### src/rtl/clock_pkg.sv
// Shared types and constants for the digital-clock timekeeping sequencer.
package clock_pkg;

  localparam int TIME_W      = 8;
  localparam int HOURS_MAX   = 23;
  localparam int MINUTES_MAX = 59;
  localparam int SECONDS_MAX = 59;

  typedef enum logic [1:0] {
    MODE_RUN         = 2'd0,
    MODE_SET_HOURS   = 2'd1,
    MODE_SET_MINUTES = 2'd2
  } mode_e;

  // Value a wrapping field takes after one increment.
  function automatic logic [TIME_W-1:0] wrap_next(input logic [TIME_W-1:0] value,
                                                  input logic [TIME_W-1:0] last);
    return (value == last) ? '0 : value + 1'b1;
  endfunction

endpackage

### src/rtl/clock_controller_wrap_counter.sv
// Modulo-MOD counter for one time field; carry flags the increment that wraps it.
module wrap_counter
  import clock_pkg::*;
#(
  parameter int MOD = 60,
  parameter int W   = TIME_W
) (
  input  logic         clk,
  input  logic         reset,
  input  logic         inc,
  input  logic         clr,
  output logic [W-1:0] count,
  output logic         carry
);

  localparam logic [W-1:0] LAST = W'(MOD - 1);

  logic [W-1:0] count_q, count_d;

  // clr wins over inc, but carry still reports the increment so the
  // next field up can advance on the same edge.
  always_comb begin
    count_d = count_q;
    if (clr) begin
      count_d = '0;
    end else if (inc) begin
      count_d = (count_q == LAST) ? '0 : count_q + 1'b1;
    end
  end

  always_ff @(posedge clk) begin
    if (reset) begin
      count_q <= '0;
    end else begin
      count_q <= count_d;
    end
  end

  assign count = count_q;
  assign carry = inc && (count_q == LAST);

endmodule

### src/rtl/clock_controller.sv
// Time-of-day sequencer with RUN/SET_HOURS/SET_MINUTES mode FSM.
// Optional alarm compare is built only when ALARM_EN is defined.
module clock_controller
  import clock_pkg::*;
#(
  parameter int HOURS_MOD   = HOURS_MAX + 1,
  parameter int MINUTES_MOD = MINUTES_MAX + 1,
  parameter int SECONDS_MOD = SECONDS_MAX + 1
) (
  input  logic              clk,
  input  logic              reset,
  input  logic              tick_1hz,
  input  logic              btn_mode,
  input  logic              btn_inc,
  input  logic [TIME_W-1:0] alarm_hours_in,
  input  logic [TIME_W-1:0] alarm_minutes_in,
  input  logic              alarm_arm,
  output logic [TIME_W-1:0] hours_out,
  output logic [TIME_W-1:0] minutes_out,
  output logic [TIME_W-1:0] seconds_out,
  output logic [1:0]        mode_out,
  output logic              blink,
  output logic              alarm_out
);

  // tick_1hz, btn_mode and btn_inc are single-cycle pulses with no back-pressure:
  // each is acted on in the cycle it is high and is never held or queued.

  mode_e state_q;
  logic  blink_q;
  logic  alarm_q;

  logic in_run, in_set_h, in_set_m;
  logic sec_inc, sec_clr, sec_carry;
  logic min_inc, min_carry;
  logic hr_inc;
  logic unused_hr_carry;
  logic alarm_hit;

  assign in_run   = (state_q == MODE_RUN);
  assign in_set_h = (state_q == MODE_SET_HOURS);
  assign in_set_m = (state_q == MODE_SET_MINUTES);

  // A mode press pre-empts btn_inc; a carry from setting minutes never reaches hours.
  assign sec_inc = in_run && tick_1hz;
  assign sec_clr = in_run && btn_mode;
  assign min_inc = sec_carry || (in_set_m && btn_inc && !btn_mode);
  assign hr_inc  = (in_run && min_carry) || (in_set_h && btn_inc && !btn_mode);

  wrap_counter #(.MOD(SECONDS_MOD), .W(TIME_W)) u_seconds (
    .clk   (clk),
    .reset (reset),
    .inc   (sec_inc),
    .clr   (sec_clr),
    .count (seconds_out),
    .carry (sec_carry)
  );

  wrap_counter #(.MOD(MINUTES_MOD), .W(TIME_W)) u_minutes (
    .clk   (clk),
    .reset (reset),
    .inc   (min_inc),
    .clr   (1'b0),
    .count (minutes_out),
    .carry (min_carry)
  );

  wrap_counter #(.MOD(HOURS_MOD), .W(TIME_W)) u_hours (
    .clk   (clk),
    .reset (reset),
    .inc   (hr_inc),
    .clr   (1'b0),
    .count (hours_out),
    .carry (unused_hr_carry)
  );

`ifdef ALARM_EN
  localparam logic [TIME_W-1:0] SEC_LAST = TIME_W'(SECONDS_MOD - 1);
  localparam logic [TIME_W-1:0] MIN_LAST = TIME_W'(MINUTES_MOD - 1);
  localparam logic [TIME_W-1:0] HR_LAST  = TIME_W'(HOURS_MOD - 1);

  logic [TIME_W-1:0] next_min, next_hr;

  // Time after this tick lands on HH:MM:00 only when seconds is wrapping.
  always_comb begin
    next_min  = wrap_next(minutes_out, MIN_LAST);
    next_hr   = (minutes_out == MIN_LAST) ? wrap_next(hours_out, HR_LAST) : hours_out;
    alarm_hit = sec_inc && alarm_arm && (seconds_out == SEC_LAST) &&
                (next_min == alarm_minutes_in) && (next_hr == alarm_hours_in);
  end
`else
  logic unused_alarm_inputs;
  assign unused_alarm_inputs = ^{alarm_hours_in, alarm_minutes_in, alarm_arm};
  assign alarm_hit = 1'b0;
`endif

  always_ff @(posedge clk) begin
    if (reset) begin
      state_q <= MODE_RUN;
      blink_q <= 1'b0;
      alarm_q <= 1'b0;
    end else begin
      alarm_q <= alarm_hit;
      case (state_q)
        MODE_RUN: begin
          blink_q <= 1'b0;
          if (btn_mode) state_q <= MODE_SET_HOURS;
        end
        MODE_SET_HOURS: begin
          if (btn_mode) begin
            state_q <= MODE_SET_MINUTES;
            blink_q <= 1'b0;
          end else if (tick_1hz) begin
            blink_q <= ~blink_q;
          end
        end
        MODE_SET_MINUTES: begin
          if (btn_mode) begin
            state_q <= MODE_RUN;
            blink_q <= 1'b0;
          end else if (tick_1hz) begin
            blink_q <= ~blink_q;
          end
        end
        default: begin
          state_q <= MODE_RUN;
          blink_q <= 1'b0;
        end
      endcase
    end
  end

  assign mode_out  = state_q;
  assign blink     = blink_q;
  assign alarm_out = alarm_q;

endmodule

### config.mk
export PLATFORM = sky130hd
export DESIGN_NAME = clock_controller
export DESIGN_NICKNAME = d
export VERILOG_FILES = /design/src/rtl/clock_pkg.sv /design/src/rtl/clock_controller_wrap_counter.sv /design/src/rtl/clock_controller.sv
export SDC_FILE = /design/constraint.sdc
export NUM_CORES = 1
export LEC_CHECK = 0
export CAP_MARGIN = 10
export CORE_MARGIN = 3
export CORE_UTILIZATION = 44
export DETAILED_ROUTE_END_ITERATION = 7
export PLACE_DENSITY_LB_ADDON = 0.25
export SLEW_MARGIN = 10
export SYNTH_ARGS = -nofsm -noshare
export SYNTH_HDL_FRONTEND = slang
export SYNTH_SLANG_ARGS = --single-unit
### constraint.sdc
create_clock -name clk -period 2.7 [get_ports clk]
set_clock_uncertainty 0.15 [all_clocks]
set_input_delay 0.54 -clock clk [delete_from_list [all_inputs] [get_ports clk]]
set_output_delay 0.54 -clock clk [all_outputs]
set_load 0.02 [all_outputs]
==> summary.txt <==
Power and ir drop
  – Gate power share: 15.5%
  – Pwr dens: 389.0 mW/mm^2
  – Peak VDD IR: 316.7 uV
  – Net switching power: 189.1 uW
  – Switching Share: 27.09%
  – Flop pwr share: 59.9%
  – Internal power: 508.9 uW
  – Static Leakage: 0.6407 nW
  – Clock Power Share: 24.6%

Drt
  – Initial DRT Pass Iterations: 4
  – Total number of vias: 1198
  – DR WL/cell: 12.13 um
  – Post-route ant nets: 0
  – Final WL: 2803 um
  – Post-route DRC: 0
  – Vias per inst: 5.186
  – DRT iter0 DRCs: 52

Run
  – Max Cap Viol: 0

Floorplan
  – Initial Util: 48.71%
  – Die Area: 0.003926 sq mm
  – Core area: 0.002900 sq mm
  – Die width: 62.66 um
  – Die height: 62.66 um
  – Num rows: 19
  – IO Count: 50

Logic synthesis
  – Number of synthesis warnings: 0
  – Syn Area/Cell: 9.173 sq um
  – Cell variety after synth: 39
  – Seq/Total Area, Yosys: 38.26%
  – Yosys reg bits: 27
  – Syn nets: 184
  – Mapped Cells: 154
  – Mapped Area: 0.001413 sq mm

Timing
  – Slew Limit Fails: 0
  – RSZ-0062 raised after global routing: false
  – Post-layout worst setup margin: 0.4166 ns
  – Tmin final: 2.283 ns
  – Setup Viol. Count Final: 0
  – Worst slew margin: 61.55%
  – Final worst-path cycle share: 84.57%
  – Worst-Margin Slew: 0.5768 ns
  – Hold Vio Cnt, Final: 0
  – Max frequency: 437.9 MHz
  – Post-Route Setup TNS: 0 ns

Clock tree
  – Clk_lat worst skew: 0.32 ns
  – H-tree depth: 1
  – Clock transition at path regs: 0.14 ns
  – Post-CTS setup buffers: 0
  – CTS tree: done
  – Clk sinks: 27
  – Post-cts sizing count: 0
  – CTS root buffer: clkbuf_4
  – Hold buffers post-CTS: 0
  – CTS Buffer Depth: 2
  – Num CTS Buffers: 3

Worst setup path
  – Critical path data required time: 2.81 ns
  – Arr. time, crit path: 2.39 ns
  – Worst Setup Start Kind: flip-flop
  – Crit Path Max Fanout: 15
  – Setup crit end kind: flip-flop
  – Crit path kind: reg2reg

Placed design
  – IO buf count: 31
  – Final Wtd Congestion: 0.8332
  – Post-place setup slack: 0.1234 ns
  – Post-DP HPWL: 2146 um

Layout
  – Fin nets: 220
  – Area Overhead vs Synth: 27.01%
  – Fill count: 271
  – Fraction of layout cells with a size suffix above 1: 8.466%
  – Final core utilization: 61.86%
  – Inserted Diodes: 0

Hold path
  – Min-delay worst type: reg2reg

GRT
  – Global Route Usage Sum: 15.26%
  – Vias in the first global route: 1187
  – Largest net degree at the start of global routing: 16
  – Remaining global-route overflow: 0
  – Global-route wire length before repair: 5078 um
  – Antenna violations before repair: 0

Run status
  – Outcome: finished clean
[cell usage after synthesis]
master | number | share of area (%)
nor4b_1 | 1 | 0.62
nand2_4 | 1 | 0.80
nor2_1 | 17 | 4.5
mux2i_1 | 1 | 0.71
xnor2_1 | 7 | 4.3
inv_1 | 6 | 1.6
buf_4 | 1 | 0.53
ha_1 | 8 | 7.1
nand4_1 | 6 | 2.7
or3_1 | 3 | 1.3
o21ai_1 | 4 | 1.4
a21o_1 | 2 | 1.1
a21oi_2 | 1 | 0.62
nor3_4 | 1 | 1.2
nor4_1 | 1 | 0.44
o31ai_2 | 1 | 0.89
conb_1 | 1 | 0.27
xor2_1 | 7 | 4.3
nor3_1 | 6 | 2.1
or4b_1 | 1 | 0.71
nand3_1 | 4 | 1.4
a211o_1 | 1 | 0.62
nor2b_1 | 1 | 0.44
nand2_1 | 13 | 3.5
o21ai_0 | 2 | 0.71
o31ai_1 | 2 | 1.1
nand3b_1 | 2 | 1.1
o31a_1 | 2 | 1.2
nand4b_1 | 1 | 0.62
dlymetal6s2s_1 | 1 | 0.89
buf_6 | 1 | 0.80
dfxtp_1 | 27 | 38
nand4_4 | 1 | 1.5
o31ai_4 | 1 | 1.5
nor3b_2 | 1 | 0.89
or3_4 | 2 | 1.6
a21oi_1 | 11 | 3.9
or4_1 | 4 | 2.1
o21ba_1 | 1 | 0.71
[power groups by stage]
stage	clock (mW)	combinational [mW]	sequential (mW)
floorplan	0	0.0591	0.436
global placement	0	0.104	0.426
detailed placement	0	0.108	0.427
CTS	0.180	0.108	0.418
global route	0.199	0.120	0.420
finish	0.171	0.108	0.418
[final cells by class]
type	count	area [sq um]	area share (%)
multi-input combinational	118	818.3	45.61
sequential	27	540.5	30.13
inverter	6	22.52	1.255
clock buffer	3	22.52	1.255
timing repair buffer	34	332.8	18.55
tap	42	52.55	2.929
clock inverter	1	5.005	0.2789
[flip-flops by register name (all words and copies together), names as in the netlist]
name and flops:
u_hours.count 8, u_minutes.count 8, u_seconds.count 8, blink 1
mode_out 2
[final timing paths]
kind                                        start  depth (start not counted)                              end  slack [ns]
setup reg to reg         mode_out[1]$_SDFFE_PP0P_                          7    u_hours.count[7]$_SDFFE_PP0P_        0.42
setup / recovery         mode_out[1]$_SDFFE_PP0P_                          7    u_hours.count[7]$_SDFFE_PP0P_        0.42
hold / removal    u_minutes.count[1]$_SDFFE_PP0P_                          2  u_minutes.count[1]$_SDFFE_PP0P_        0.35
hold reg to reg   u_minutes.count[1]$_SDFFE_PP0P_                          2  u_minutes.count[1]$_SDFFE_PP0P_        0.35
[per-stage QoR]
stage          power [mW]  hold WS (ns)  std cells  instance area, sq um
3_3_place_gp       0.5294        0.3226        227                  1767
5_1_grt            0.7392        0.3875        231                  1794
6_report           0.6980        0.3533        231                  1794
2_1_floorplan      0.4953        0.3970        154                  1413
4_1_cts            0.7065        0.3572        231                  1794
3_5_place_dp       0.5344        0.3357        227                  1767
[logic make-up (layout without fill, tap and decap cells)]
group	after synthesis	count (layout)	share of synthesized area [%]
buf+inv	9	44	3.809
flops	27	27	38.26
xor+xnor	14	14	8.680
simple gates	66	66	27.46
mux	1	1	0.7086
other cells	1	1	0.2655
fa+ha+maj	8	8	7.086
compound gates	28	28	13.73
[cell usage in the layout, fill, tap and decap left out, types with 3 or more instances in the layout]
cell,Yosys,final
a21oi_1,11,11
buf_4,1,3
clkbuf_4,0,3
clkdlybuf4s50_1,0,31
dfxtp_1,27,27
ha_1,8,8
inv_1,6,6
nand2_1,13,13
nand3_1,4,4
nand4_1,6,6
nor2_1,17,17
nor3_1,6,6
o21ai_1,4,4
or3_1,3,3
or4_1,4,4
xnor2_1,7,7
xor2_1,7,7
[critical path: stages, from the launching register on]
cell,delay (ns)
dfxtp_1,0.37
inv_1,0.13
ha_1,0.27
nand4_1,0.20
nor3_4,0.23
a21oi_2,0.18
or4_1,0.54
a21oi_1,0.15
[per-layer routing]
metal | vias to the layer above | part of all wire (%) | global-route usage [%]
met3 | 2 | 2.9 | 1.978
met1 | 562 | 49 | 19.78
met2 | 20 | 48 | 25.57
met5 | - | 0 | 0
li1 | 614 | - | -
met4 | 0 | 0.71 | 6.061
(Power assumes the default switching activity.)
